`config.mk`:
```
export PLATFORM = sky130hd
export DESIGN_NAME = coherent_mem_arbiter
export DESIGN_NICKNAME = d
export VERILOG_FILES = /design/src/rtl/cpu_types_pkg.sv /design/src/rtl/rr_arb2.sv /design/src/rtl/coherent_mem_arbiter.sv
export SDC_FILE = /design/constraint.sdc
export NUM_CORES = 1
export LEC_CHECK = 0
export ABC_AREA = 1
export BUFFER_PORTS_ARGS = -buffer_cell sky130_fd_sc_hd__clkbuf_2
export CAP_MARGIN = 20
export CORE_AREA = 5 5 192 194
export DETAILED_ROUTE_END_ITERATION = 8
export DIE_AREA = 0 0 197 199
export MAX_ROUTING_LAYER = met4
export PLACE_DENSITY = 0.39
export SLEW_MARGIN = 20
export SYNTH_ARGS = -nofsm -noshare
export SYNTH_HDL_FRONTEND = slang
export SYNTH_HIERARCHICAL = 1
export SYNTH_SLANG_ARGS = --single-unit
```
`constraint.sdc`:
```
create_clock -name CLK -period 1.6 [get_ports CLK]
set_input_delay 0.08 -clock CLK [delete_from_list [all_inputs] [get_ports CLK]]
set_output_delay 0.08 -clock CLK [all_outputs]
set_load 0.05 [all_outputs]
```
`src/rtl/cpu_types_pkg.sv`:
```
// rtl/cpu_types_pkg.sv - shared word, RAM status and memory-controller state types
package cpu_types_pkg;

    typedef logic [31:0] word_t;

    typedef enum logic [1:0] {
        FREE   = 2'd0,
        BUSY   = 2'd1,
        ACCESS = 2'd2,
        ERROR  = 2'd3
    } ramstate_t;

    typedef enum logic [2:0] {
        IDLE   = 3'd0,
        WB     = 3'd1,
        SNOOP  = 3'd2,
        C2C    = 3'd3,
        RAMRD  = 3'd4,
        IFETCH = 3'd5
    } memctl_state_t;

endpackage

```
`src/rtl/rr_arb2.sv`:
```
// rtl/rr_arb2.sv - two-way round-robin arbiter; pointer moves past the core just served
module rr_arb2 (
    input  logic       clk,
    input  logic       rst_n,
    input  logic [1:0] req,
    input  logic       advance,
    input  logic       served,
    output logic       grant
);

    logic ptr;

    always_ff @(posedge clk or negedge rst_n) begin
        if (!rst_n) begin
            ptr <= 1'b0;
        end else if (advance) begin
            ptr <= ~served;
        end
    end

    always_comb begin
        grant = (req == 2'b11) ? ptr : req[1];
    end

endmodule

```
`src/rtl/coherent_mem_arbiter.sv`:
```
// rtl/coherent_mem_arbiter.sv - dual-core RAM arbiter with MSI snoop; MEMCTL_PERF_EN adds ack counters
module coherent_mem_arbiter
    import cpu_types_pkg::*;
#(
    parameter int CPUS = 2
) (
    input  logic                 CLK,
    input  logic                 nRST,
    input  logic [CPUS-1:0]      iREN,
    input  word_t [CPUS-1:0]     iaddr,
    output logic [CPUS-1:0]      iwait,
    output word_t [CPUS-1:0]     iload,
    input  logic [CPUS-1:0]      dREN,
    input  logic [CPUS-1:0]      dWEN,
    input  word_t [CPUS-1:0]     daddr,
    input  word_t [CPUS-1:0]     dstore,
    output logic [CPUS-1:0]      dwait,
    output word_t [CPUS-1:0]     dload,
    input  logic [CPUS-1:0]      ccwrite,
    input  logic [CPUS-1:0]      cctrans,
    output logic [CPUS-1:0]      ccwait,
    output logic [CPUS-1:0]      ccinv,
    output word_t [CPUS-1:0]     ccsnoopaddr,
`ifdef MEMCTL_PERF_EN
    output logic [31:0]          c2c_count,
    output logic [31:0]          ramrd_count,
    output logic [31:0]          wb_count,
    output logic [31:0]          ifetch_count,
`endif
    input  word_t                ramload,
    input  ramstate_t            ramstate,
    output logic                 ramREN,
    output logic                 ramWEN,
    output word_t                ramaddr,
    output word_t                ramstore
);

    memctl_state_t state, next_state;
    logic g, g_next, o;
    logic d_gnt, i_gnt;
    logic [1:0] d_req;
    logic ack_wb, ack_rd, ack_c2c, ack_if;

    assign o     = ~g;
    assign d_req = (|dWEN) ? dWEN : dREN;

    rr_arb2 u_data_arb (
        .clk     (CLK),
        .rst_n   (nRST),
        .req     (d_req),
        .advance (ack_wb | ack_rd | ack_c2c),
        .served  (g),
        .grant   (d_gnt)
    );

    rr_arb2 u_inst_arb (
        .clk     (CLK),
        .rst_n   (nRST),
        .req     (iREN),
        .advance (ack_if),
        .served  (g),
        .grant   (i_gnt)
    );

    always_ff @(posedge CLK or negedge nRST) begin
        if (!nRST) begin
            state <= IDLE;
            g     <= 1'b0;
        end else begin
            state <= next_state;
            g     <= g_next;
        end
    end

    // Every active state first checks that the granted request is still held; a drop aborts silently.
    always_comb begin
        next_state  = state;
        g_next      = g;
        iwait       = '1;
        dwait       = '1;
        iload       = '0;
        dload       = '0;
        ccsnoopaddr = '0;
        ccwait      = '0;
        ccinv       = '0;
        ramREN      = 1'b0;
        ramWEN      = 1'b0;
        ramaddr     = '0;
        ramstore    = '0;
        ack_wb      = 1'b0;
        ack_rd      = 1'b0;
        ack_c2c     = 1'b0;
        ack_if      = 1'b0;
        case (state)
            IDLE: begin
                if (|dWEN) begin
                    next_state = WB;
                    g_next     = d_gnt;
                end else if (|dREN) begin
                    next_state = SNOOP;
                    g_next     = d_gnt;
                end else if (|iREN) begin
                    next_state = IFETCH;
                    g_next     = i_gnt;
                end
            end
            WB: begin
                if (!dWEN[g]) begin
                    next_state = IDLE;
                end else begin
                    ramWEN   = 1'b1;
                    ramaddr  = daddr[g];
                    ramstore = dstore[g];
                    if (ramstate == ACCESS) begin
                        dwait[g]   = 1'b0;
                        ack_wb     = 1'b1;
                        next_state = IDLE;
                    end
                end
            end
            SNOOP: begin
                if (!dREN[g]) begin
                    next_state = IDLE;
                end else begin
                    ccwait[o]      = 1'b1;
                    ccsnoopaddr[o] = daddr[g];
                    ccinv[o]       = ccwrite[g];
                    next_state     = (cctrans[o] && ccwrite[o]) ? C2C : RAMRD;
                end
            end
            C2C: begin
                if (!dREN[g]) begin
                    next_state = IDLE;
                end else begin
                    ccwait[o] = 1'b1;
                    // The peer supplies the line through its own flush write.
                    if (dWEN[o]) begin
                        ramWEN   = 1'b1;
                        ramaddr  = daddr[o];
                        ramstore = dstore[o];
                        dload[g] = dstore[o];
                        if (ramstate == ACCESS) begin
                            dwait[g]   = 1'b0;
                            dwait[o]   = 1'b0;
                            ack_c2c    = 1'b1;
                            next_state = IDLE;
                        end
                    end
                end
            end
            RAMRD: begin
                if (!dREN[g]) begin
                    next_state = IDLE;
                end else begin
                    ccwait[o] = 1'b1;
                    ramREN    = 1'b1;
                    ramaddr   = daddr[g];
                    dload[g]  = ramload;
                    if (ramstate == ACCESS) begin
                        dwait[g]   = 1'b0;
                        ack_rd     = 1'b1;
                        next_state = IDLE;
                    end
                end
            end
            IFETCH: begin
                if (!iREN[g]) begin
                    next_state = IDLE;
                end else begin
                    ramREN   = 1'b1;
                    ramaddr  = iaddr[g];
                    iload[g] = ramload;
                    if (ramstate == ACCESS) begin
                        iwait[g]   = 1'b0;
                        ack_if     = 1'b1;
                        next_state = IDLE;
                    end
                end
            end
            default: next_state = IDLE;
        endcase
    end

`ifdef MEMCTL_PERF_EN
    always_ff @(posedge CLK or negedge nRST) begin
        if (!nRST) begin
            c2c_count    <= '0;
            ramrd_count  <= '0;
            wb_count     <= '0;
            ifetch_count <= '0;
        end else begin
            c2c_count    <= c2c_count + 32'(ack_c2c);
            ramrd_count  <= ramrd_count + 32'(ack_rd);
            wb_count     <= wb_count + 32'(ack_wb);
            ifetch_count <= ifetch_count + 32'(ack_if);
        end
    end
`endif

endmodule

```
; After elaboration in Yosys (flattened, before gate mapping)
; Cells that the tools add are included.
[word_totals]
regBits = 6
latch_bits = 0
ramBits = 0
romBits = 0
inputBits = 238
out_inout_bits = 266
mem_count = 0
[classes]
add_sub_neg = 0
multipliers = 0
n_div = 0
order_cmp = 4
eq_ne = 10
shifts = 0
mux = 98
n_bitwise = 10
n_reduce_logical = 11
[ops]
columns = op, n
row1 = $mux 32, 20
row2 = $mux 64, 7
row3 = $and 64x64->64, 3
row4 = $pmux 32 s4, 1
row5 = $pmux 64 s2, 1
row6 = $demux 32 s1, 2
row7 = $pmux 32 s2, 1
row8 = $mux 1, 36
row9 = $mux 3, 11
row10 = $mux 2, 13
row11 = $pmux 3 s6, 1
row12 = $eq 2x2->1 const B, 3
row13 = $eq 3x2->1 const B, 2
row14 = $eq 3x3->1 const B, 2
row15 = $pmux 2 s3, 1
row16 = $reduce_or 2->1, 3
row17 = $and 2x2->2, 2
row18 = $lt 1x2->1 const B, 2
row19 = $ne 4x4->1 const B, 1
row20 = $not 2->2, 2
row21 = $pmux 1 s2, 2
row22 = $reduce_and 2->1, 2
row23 = $eq 3x1->1 const B, 1
row24 = $logic_and 1x1->1, 3
row25 = 8 further kinds, 11

; Logic depth before layout (Yosys ltp)
[logic_depth]
ltp_word = 11
depth_mapped = 11
mapped_depth_nobuf = 10

; By module
; Netlist, hierarchy kept.
[modules_own_cells]
columns = mod, n_inst, cells_per_inst, area_per_inst_um2
row1 = coherent_mem_arbiter, 1, 1042, 4690.7
row2 = rr_arb2, 2, 10, 60.1

; Worst setup path before layout
; OpenSTA, ideal clock, no wires.
[synth_timing]
kind = flip-flop to output port
from = register state[1]
to = output port dload[37] (netlist name)
arrival_time_ns = 2.149
path_slack_ns = -0.629
path_stages_with_launch = 7
cell_sequence = dfrtp_1 nor2_1 nand2_2 nor2_4 inv_2 clkbuf_1 o21ai_0
[synth_rtl]
columns = element, line_no
row1 = start: declaration, coherent_mem_arbiter.sv:38  ; memctl_state_t state, next_state;
row2 = start signal: assignment, coherent_mem_arbiter.sv:70  ; state <= next_state;
row3 = end: declaration, coherent_mem_arbiter.sv:18  ; output word_t [CPUS-1:0] dload,

; Worst setup path after layout
[layout_timing]
from = register g
to = output port ramaddr[31]
[layout_between]
elab_chain_len = 5
[layout_lines]
columns = element, line_no
row1 = start: declaration, coherent_mem_arbiter.sv:39  ; logic g, g_next, o;
row2 = start signal: assignment, coherent_mem_arbiter.sv:71  ; g <= g_next;
row3 = $mux 32 (implied by the code) / $mux 1 (equally long branches) (2 in a row), "coherent_mem_arbiter.sv:139, coherent_mem_arbiter.sv:137"
row4 = $mux 32, coherent_mem_arbiter.sv:137  ; if (dWEN[o]) begin
row5 = $mux 32, coherent_mem_arbiter.sv:132  ; if (!dREN[g]) begin
row6 = $pmux 32 s4 (*), coherent_mem_arbiter.sv:94  ; case (state)
row7 = end: declaration, coherent_mem_arbiter.sv:34  ; output word_t ramaddr,
; Mark *: on every way between the ends. The rest lies on a longest branch, timed or not. The select of a mux whose other input is x is not followed.

==> run_results.csv <==
group,metric,value,unit
synthesis,seq_area_frac_synth,3.12,%
sta,max_freq,489,MHz
synthesis,synthTopCellsByArea,"nand2_1 (42%), nor2_1 (10%), o21ai_0 (7.1%)",
sta,tightest_slew,335,ps
synthesis,avgSynthCellArea,4.53,sq um
final_layout,utilization,44.5,%
cts,clockBufferDepth,2,
global_route,grt_max_degree,64,
global_route,antenna_found_initial,5,
global_route,grt_pass1_wl,61300,microns
critical_path,crit_path_end,"ramaddr[31]",
cts,cts_tree,"built",
cts,root_buffer,"clkbuf_16",
critical_path,cp-end-kind,"primary output",
synthesis,ys_warn_count,6,
final_layout,drive_gt1_share,58.8,%
global_route,grt_usage,20.8,%
synthesis,ys_ff_latch,6,
die,die_x,197,microns
sta,setup_ws,-446,ps
sta,finalSetupViolCount,271,
cts,clkTransAtPathRegs,40,ps
status,violations,"negative setup slack",
critical_path,reg2reg_depth,13,
routing,dr_wl_met3,3560,microns
final_layout,final_cell_mix,"nand2_1 (488), clkbuf_2 (248), buf_12 (237), buf_4 (134), nor2_4 (83)",
cts,cts_buffers,3,
place,dp_hpwl,33600,microns
final_layout,fin_nets,1945,
critical_path,worstSetupPathType,"reg -> out",
sta,rsz0062_at_grt,"yes",
synthesis,synthesis.instances,1062,
worst_hold_path,hold_class,"in -> async",
routing,highest_layer,"met4",
routing,dr.pass1.iters,5,
routing,wl_met1,16100,microns
die,dieHeight,199,microns
routing,routedWlPerCell,19.9,microns
power_and_ir_drop,power_density,1070,nW/um^2
job,drv_cap,0,
die,fp-row-count,69,
global_route,grt_overflow,0,
sta,slew_violations,0,
critical_path,cp_max_fo,6,
final_layout,area_growth,224,%
synthesis,yosysTopAreaCell,"nand2_1",
critical_path,r2r_setup_slack,-270,ps
routing,drt_iter0_markers,347,
critical_path,r2r-start,"g",
sta,finClkSkew,3.93,ps
final_layout,final_common_cell,"nand2_1",
critical_path,worstPathRequired,1520,ps
power_and_ir_drop,cellLeakagePower,0.00716,uW
die,die_area,39200,sq um
status,status,"complete, but fails checks",
place,finalWeightedCongestion,0.917,
die,core_area,35100,sq um
critical_path,arrival,1970,ps
sta,max-slew-margin-rel,77.6,%
power_and_ir_drop,ir_drop,0.740,mV
routing,drc,0,
die,ios,504,
critical_path,crit_start,"g",
routing,vias_per_cell,4.45,
critical_path,reg2reg_to,"u_inst_arb/ptr",
global_route,grt_pass1_vias,9949,
cts,htreeDepth,1,
synthesis,synth_fp_nets,1300,
cts,clk-insertion-delay-late,230,ps
sta,hold_viol,0,
synthesis,ys_types,27,
synthesis,yosysTopAreaCellShare,41.7,%
cts,cts_num_sinks,6,
sta,period_minus_slack,2050,ps
critical_path,worstSetupStartpointType,"register",
synthesis,synth_area,4810,sq um
routing,vias,9654,
routing,ant_nets,0,
sta,fin_crit_sh,128,%
place,port_buffers,503,
sta,whs,234,ps
routing,wirelength,43100,microns
die,start_util,13.7,%
routing,routed-wl-met2,22700,microns
synthesized netlist by cell type (all sizes together):
cell type  count
clkbuf        15
o221ai         1
nand2        539
a21oi          6
nand4          2
buf           63
nor2         139
and2           5
o211ai        43
o22ai         32
inv           68
o21ai         85
nor3b          1
nand3         42
dfrtp          6
o21a           6
nor3           9
per-stage QoR:
| stage | cell area (sq um) | TNS, ps | total power, uW | setup WS, ps | instances |
|---|---|---|---|---|---|
| 2_1_floorplan | 6230 | -33020 | 7890 | -353 | 1062 |
| 6_report | 15600 | -81210 | 16700 | -446 | 2171 |
| 3_3_place_gp | 13500 | -26980 | 14300 | -314 | 2107 |
| 5_1_grt | 15600 | -101690 | 17700 | -548 | 2171 |
| 3_5_place_dp | 13500 | -27710 | 14300 | -357 | 2107 |
| 4_1_cts | 15100 | -85450 | 16300 | -461 | 2151 |
sequential cells by signal (all words and copies together) (netlist names):
signal,flops
state,3
u_inst_arb/ptr,1
u_data_arb/ptr,1
g,1
worst max-delay path, cell delays in order (launching register included):
cell and delay, ps:
dfrtp_4 520, buf_6 140, nand2_4 60, nand2_4 50, nand2_2 60, inv_2 60
nor2_4 180, inv_6 100, buf_12 160, buf_6 120, nand2_2 50, nand3_2 80
buf_12 160
metal layers:
| metal | vias to the layer above | global-route usage, % |
|---|---|---|
| li1 | 4711 | - |
| met1 | 4480 | 23.0 |
| met2 | 428 | 38.4 |
| met3 | 35 | 5.23 |
| met4 | 0 | 3.26 |
| met5 | - | - |
repair_timing:
| action | 4_1_cts | 5_1_grt |
|---|---|---|
| setup endpoints to repair | 270 | 271 |
| hold endpoints to repair | 6 | 0 |
| pin swaps | 24 | 16 |
| buffers inserted | 27 | 13 |
| cloned | 14 | 4 |
| hold buffers | 1 | 0 |
| gates resized for setup | 194 | 134 |
where the power goes:
part	total [uW]	leakage (uW)	internal, uW	switching (uW)
registers	314	0.0000750	224	89.9
clock network	414	0.0000370	322	92.4
logic	15900	0.00705	6670	9260
total	16700	0.00716	7210	9440
worst min-delay path by stage:
| stage | to | cells after the start | from | slack (ps) |
|---|---|---|---|---|
| 3_3_place_gp | u_data_arb/ptr | 1 | nRST | -50 |
| 5_1_grt | u_inst_arb/ptr | 2 | nRST | 290 |
| 2_1_floorplan | g | 0 | nRST | -220 |
| 6_report | u_inst_arb/ptr | 2 | nRST | 230 |
| 3_5_place_dp | u_inst_arb/ptr | 1 | nRST | -50 |
| 4_1_cts | g | 2 | nRST | 250 |
kinds of logic (layout without fill, tap and decap cells):
| logic type | count (synthesis) | after routing | share of synthesized area [%] |
|---|---|---|---|
| simple gates | 737 | 737 | 60.2 |
| compound gates | 173 | 173 | 22.1 |
| buf+inv | 146 | 789 | 14.7 |
| flops | 6 | 6 | 3.12 |
| other cells | 0 | 5 | 0 |
area by class of cell:
class                           count  area, sq um
Fill cell                        3481        19500
Timing Repair Buffer              718         8680
Multi-Input combinational cell    910         5820
Tap cell                          461          577
Inverter                           68          273
Sequential cell                     6          155
Clock buffer                        3         75.1
Antenna cell                        5         12.5
(Power assumes the default switching activity.)
